### src/rtl/pipe_stage_chain.sv
// Elastic pipeline-register chain with per-stage valid bits.
// Valid/ready handshake per stage, per-stage flush, global stall.
module pipe_stage_chain #(
    parameter int WIDTH         = 64,
    parameter int STAGES        = 4,
    parameter bit ZERO_ON_FLUSH = 1'b1,
    parameter int CNT_W         = $clog2(STAGES + 1)
) (
    input  logic              clk,
    input  logic              rst,
    input  logic              in_valid,
    output logic              in_ready,
    input  logic [WIDTH-1:0]  in_data,
    output logic              out_valid,
    input  logic              out_ready,
    output logic [WIDTH-1:0]  out_data,
    input  logic              stall,
    input  logic [STAGES-1:0] flush,
    output logic [CNT_W-1:0]  occupancy,
    output logic              busy
);

    logic [STAGES-1:0] r_v;
    logic [WIDTH-1:0]  r_data [STAGES];

    logic [STAGES-1:0] w_ev;
    logic [STAGES:0]   w_acc;
    logic [STAGES-1:0] w_in_v;
    logic [WIDTH-1:0]  w_in_d [STAGES];

    assign w_ev = r_v & ~flush;

    // Accept chain: ready ripples back from the output to the input
    always_comb begin
        w_acc[STAGES] = out_ready;
        for (int i = STAGES - 1; i >= 0; i--) begin
            w_acc[i] = ~stall & (~w_ev[i] | w_acc[i+1]);
        end
    end

    assign in_ready  = w_acc[0];
    assign out_valid = w_ev[STAGES-1] & ~stall;
    assign out_data  = r_data[STAGES-1];

    assign w_in_v[0] = in_valid;
    assign w_in_d[0] = in_data;

    genvar g;
    generate
        for (g = 1; g < STAGES; g++) begin : g_link
            assign w_in_v[g] = w_ev[g-1];
            assign w_in_d[g] = r_data[g-1];
        end

        for (g = 0; g < STAGES; g++) begin : g_stage
            logic w_load;
            assign w_load = w_acc[g] & w_in_v[g];

            // Stage register: take the upstream item, drop a flushed one,
            // otherwise hold
            always_ff @(posedge clk) begin
                if (rst) begin
                    r_v[g]    <= 1'b0;
                    r_data[g] <= '0;
                end else begin
                    r_v[g] <= w_acc[g] ? w_in_v[g] : w_ev[g];
                    if (w_load) begin
                        r_data[g] <= w_in_d[g];
                    end else if (flush[g] && ZERO_ON_FLUSH) begin
                        r_data[g] <= '0;
                    end
                end
            end
        end
    endgenerate

    // Occupancy counts registered valids, flushed-this-cycle included
    always_comb begin
        occupancy = '0;
        for (int i = 0; i < STAGES; i++) begin
            occupancy = occupancy + CNT_W'(r_v[i]);
        end
    end

    assign busy = |r_v;

endmodule

### config.mk
export PLATFORM = sky130hd
export DESIGN_NAME = pipe_stage_chain
export DESIGN_NICKNAME = d
export VERILOG_FILES = /design/src/rtl/pipe_stage_chain.sv
export SDC_FILE = /design/constraint.sdc
export NUM_CORES = 1
export LEC_CHECK = 0
export ABC_AREA = 1
export CAP_MARGIN = 10
export CELL_PAD_IN_SITES_DETAIL_PLACEMENT = 1
export CELL_PAD_IN_SITES_GLOBAL_PLACEMENT = 1
export CORE_MARGIN = 3
export CORE_UTILIZATION = 38
export CTS_BUF_LIST = sky130_fd_sc_hd__clkbuf_2
export CTS_CLUSTER_DIAMETER = 120
export DETAILED_ROUTE_END_ITERATION = 12
export DONT_BUFFER_PORTS = 1
export GPL_TIMING_DRIVEN = 0
export PLACE_DENSITY = 0.72
export SLEW_MARGIN = 5
export SYNTH_ARGS = -nofsm -noshare
export SYNTH_HDL_FRONTEND = slang
export SYNTH_SLANG_ARGS = --single-unit
export TNS_END_PERCENT = 30
### constraint.sdc
create_clock -name clk -period 6.45 [get_ports clk]
set_clock_uncertainty 0.05 [all_clocks]
set_input_delay 0.645 -clock clk [delete_from_list [all_inputs] [get_ports clk]]
set_output_delay 0.645 -clock clk [all_outputs]
set_load 0.02 [all_outputs]
==> flow_summary.ini <==
[status]
status = finished, final reports clean

[pwr]
power.total_uw = 3190
power_density_nw_per_um2 = 256
intPower_uw = 2440
swShare = 0.236
p_seq_frac = 0.613
irDropWorstVdd_mv = 0.123
power_leakage_uw = 0.00536
clkPwrFrac = 0.329
power_switching_uw = 753
p_comb_frac = 0.058

[floorplan]
die_h_um = 174
pin_count = 143
die_w_um = 174
core_area_um2 = 27300
placementRows = 60
initial_utilization = 0.392
die-area_um2 = 30200

[clock_tree]
clock_latency_ns = 0.73
clkTransAtPathRegs_ns = 0.09
cts_buffers = 68
cts_tree = built
h-tree-depth = 3
clock-sinks = 260
cts.path.max_buffers = 3
cts_setup_buffers = 0
root_buffer = clkbuf_2

[sta]
finalSetupViolations = 0
worst_pin_slew_ns = 0.896
slew_headroom = 0.403
finalHoldViolations = 0
min_period_ns = 3.02
fmax_mhz = 331
fin_crit_sh = 0.468
slew_violations = 0
rsz0062_at_grt = false

[cells_and_area]
final_util = 0.455
fill_cells = 3021
layout-drive-gt1-share = 0.199
instances_no_fill = 1463
syn_to_final_growth_pct = 16.3
final_common_cell = inv_1
final_cell_mix = 265 x inv_1, 260 x nor2_1, 256 x edfxtp_1
fin_nets = 1130

[flow_run]
maxCapViolCount = 0

[place]
io_buffer_count = 0
place_congestion = 0.787
dp.cells = 1295
dp_hpwl_um = 13100

[global_route]
grt_pass1_wl_um = 32100
grt_usage = 0.134
grt_overflow = 0
antenna_found_initial = 1
grt_max_degree = 65
grt_pass1_vias = 6511

[logic_synthesis]
yosysSeqAreaShare = 0.725
avgSynthCellArea_um2 = 11.7
ys_ff_latch = 260
syn_nets = 991
syn_area_um2 = 10700
yosys.cell_types.count = 23
synthCells = 914
ys_warn_count = 0

[critical_path]
worst_setup_path_start_kind = register
cp_max_fo = 3
required_ns = 5.75
crit_type = register to primary output
worstPathArrival_ns = 2.33
reg2regPathDepth = 8
end_kind = primary output

[route]
wl_per_cell_um = 13.5
dr.pass1.iters = 4
viasPerCell = 4.10
via_count = 6002
detail-route-antenna-nets = 0
drt-initial-drc-count = 166
drc = 0
wl_um = 19700

[worst_hold_path]
holdPathStages = 2
hold_class = primary input to register
[layer usage]
layer / vias to the layer above / global-route usage / wire length [µm]
met2: 148 / 0.247 / 10600
met1: 2810 / 0.146 / 7800
met3: 42 / 0.0355 / 926
met5: - / 0 / 0
li1: 3002 / - / -
met4: 0 / 0.0506 / 465
[power groups by stage]
stage | Combinational [µW] | Sequential (µW) | Clock [µW]
2_1_floorplan | 119 | 2000 | 0
3_3_place_gp | 145 | 2000 | 0
3_5_place_dp | 158 | 2000 | 0
4_1_cts | 185 | 1960 | 1110
5_1_grt | 206 | 1970 | 1190
6_report | 185 | 1960 | 1050
[state kept, by name, indices dropped and copies added, names as in the netlist]
| signal | cells |
|---|---|
| r_v | 4 |
| r_data | 256 |
[through the flow]
stage	cell area (µm²)	hold slack [ns]	setup TNS, ns	setup WS [ns]
after floorplan	10700	0.414	0	0.250
after global placement	11200	0.442	-111.05	-1.74
after detailed placement	11300	0.445	0	3.63
after CTS	12400	0.00606	0	3.30
after global routing	12400	0.00908	0	3.24
final	12400	0.133	0	3.43
[logic make-up (layout without fill, tap and decap cells)]
group | after synthesis | in the layout | share of synthesized area
flops | 260 | 260 | 0.725
other cells | 0 | 1 | 0
compound gates | 5 | 5 | 0.00362
simple gates | 285 | 285 | 0.107
fa+ha+maj | 4 | 4 | 0.00538
buf+inv | 360 | 536 | 0.159
[worst paths after layout]
path,from,slack [ns],end
worst min register to register,r_v[3]$_SDFF_PP0_,0.48,r_v[3]$_SDFF_PP0_
worst max-delay path,r_v[0]$_SDFF_PP0_,3.43,occupancy[1]
worst max register to register,r_v[2]$_SDFF_PP0_,3.89,r_data[1][103]$_SDFFCE_PP0P_
worst min-delay path,in_data[12],0.13,r_data[0][12]$_SDFFCE_PP0P_
[area by class of cell]
| class | instances | area, µm² | share of cell area |
|---|---|---|---|
| flip-flops and latches | 260 | 7770 | 0.624 |
| multi-input cells | 294 | 1270 | 0.102 |
| inverters | 270 | 1010 | 0.0814 |
| repair buffers | 69 | 693 | 0.0557 |
| plain buffers | 90 | 684 | 0.0550 |
| clock buffers | 97 | 485 | 0.0390 |
| well taps | 372 | 465 | 0.0374 |
| clock inverters | 10 | 67.6 | 0.00543 |
| diodes | 1 | 2.50 | 0.000201 |
[cell usage after synthesis]
library cell / instances / area share
nand3_2: 1 / 0.00093
nor2_4: 2 / 0.0021
inv_1: 265 / 0.093
dfxtp_1: 4 / 0.0075
nand2_2: 2 / 0.0012
buf_6: 12 / 0.013
nand4_1: 2 / 0.0012
nor2_2: 2 / 0.0012
o211ai_1: 1 / 0.00070
nand2_1: 11 / 0.0039
edfxtp_1: 256 / 0.72
nor2_1: 260 / 0.091
nand4_4: 2 / 0.0040
a41oi_2: 1 / 0.0015
buf_2: 13 / 0.0061
clkbuf_1: 1 / 0.00035
fa_1: 1 / 0.0019
nand3_1: 3 / 0.0014
o21ai_1: 1 / 0.00047
ha_1: 3 / 0.0035
buf_4: 64 / 0.045
inv_2: 5 / 0.0018
o21ai_0: 2 / 0.00093
[timing repair]
action / 4_1_cts / 5_1_grt
setup endpoints to repair: 0 / 0
hold buffers: 55 / 5
resized for setup: 0 / 0
endpoints found under the hold margin: 53 / 5
[worst max-delay path: stages (launching register included)]
cell and delay, ns:
dfxtp_1 0.32, inv_1 0.10, fa_1 0.56, inv_1 0.05, ha_1 0.18, ha_1 0.39
(Power assumes the default switching activity.)
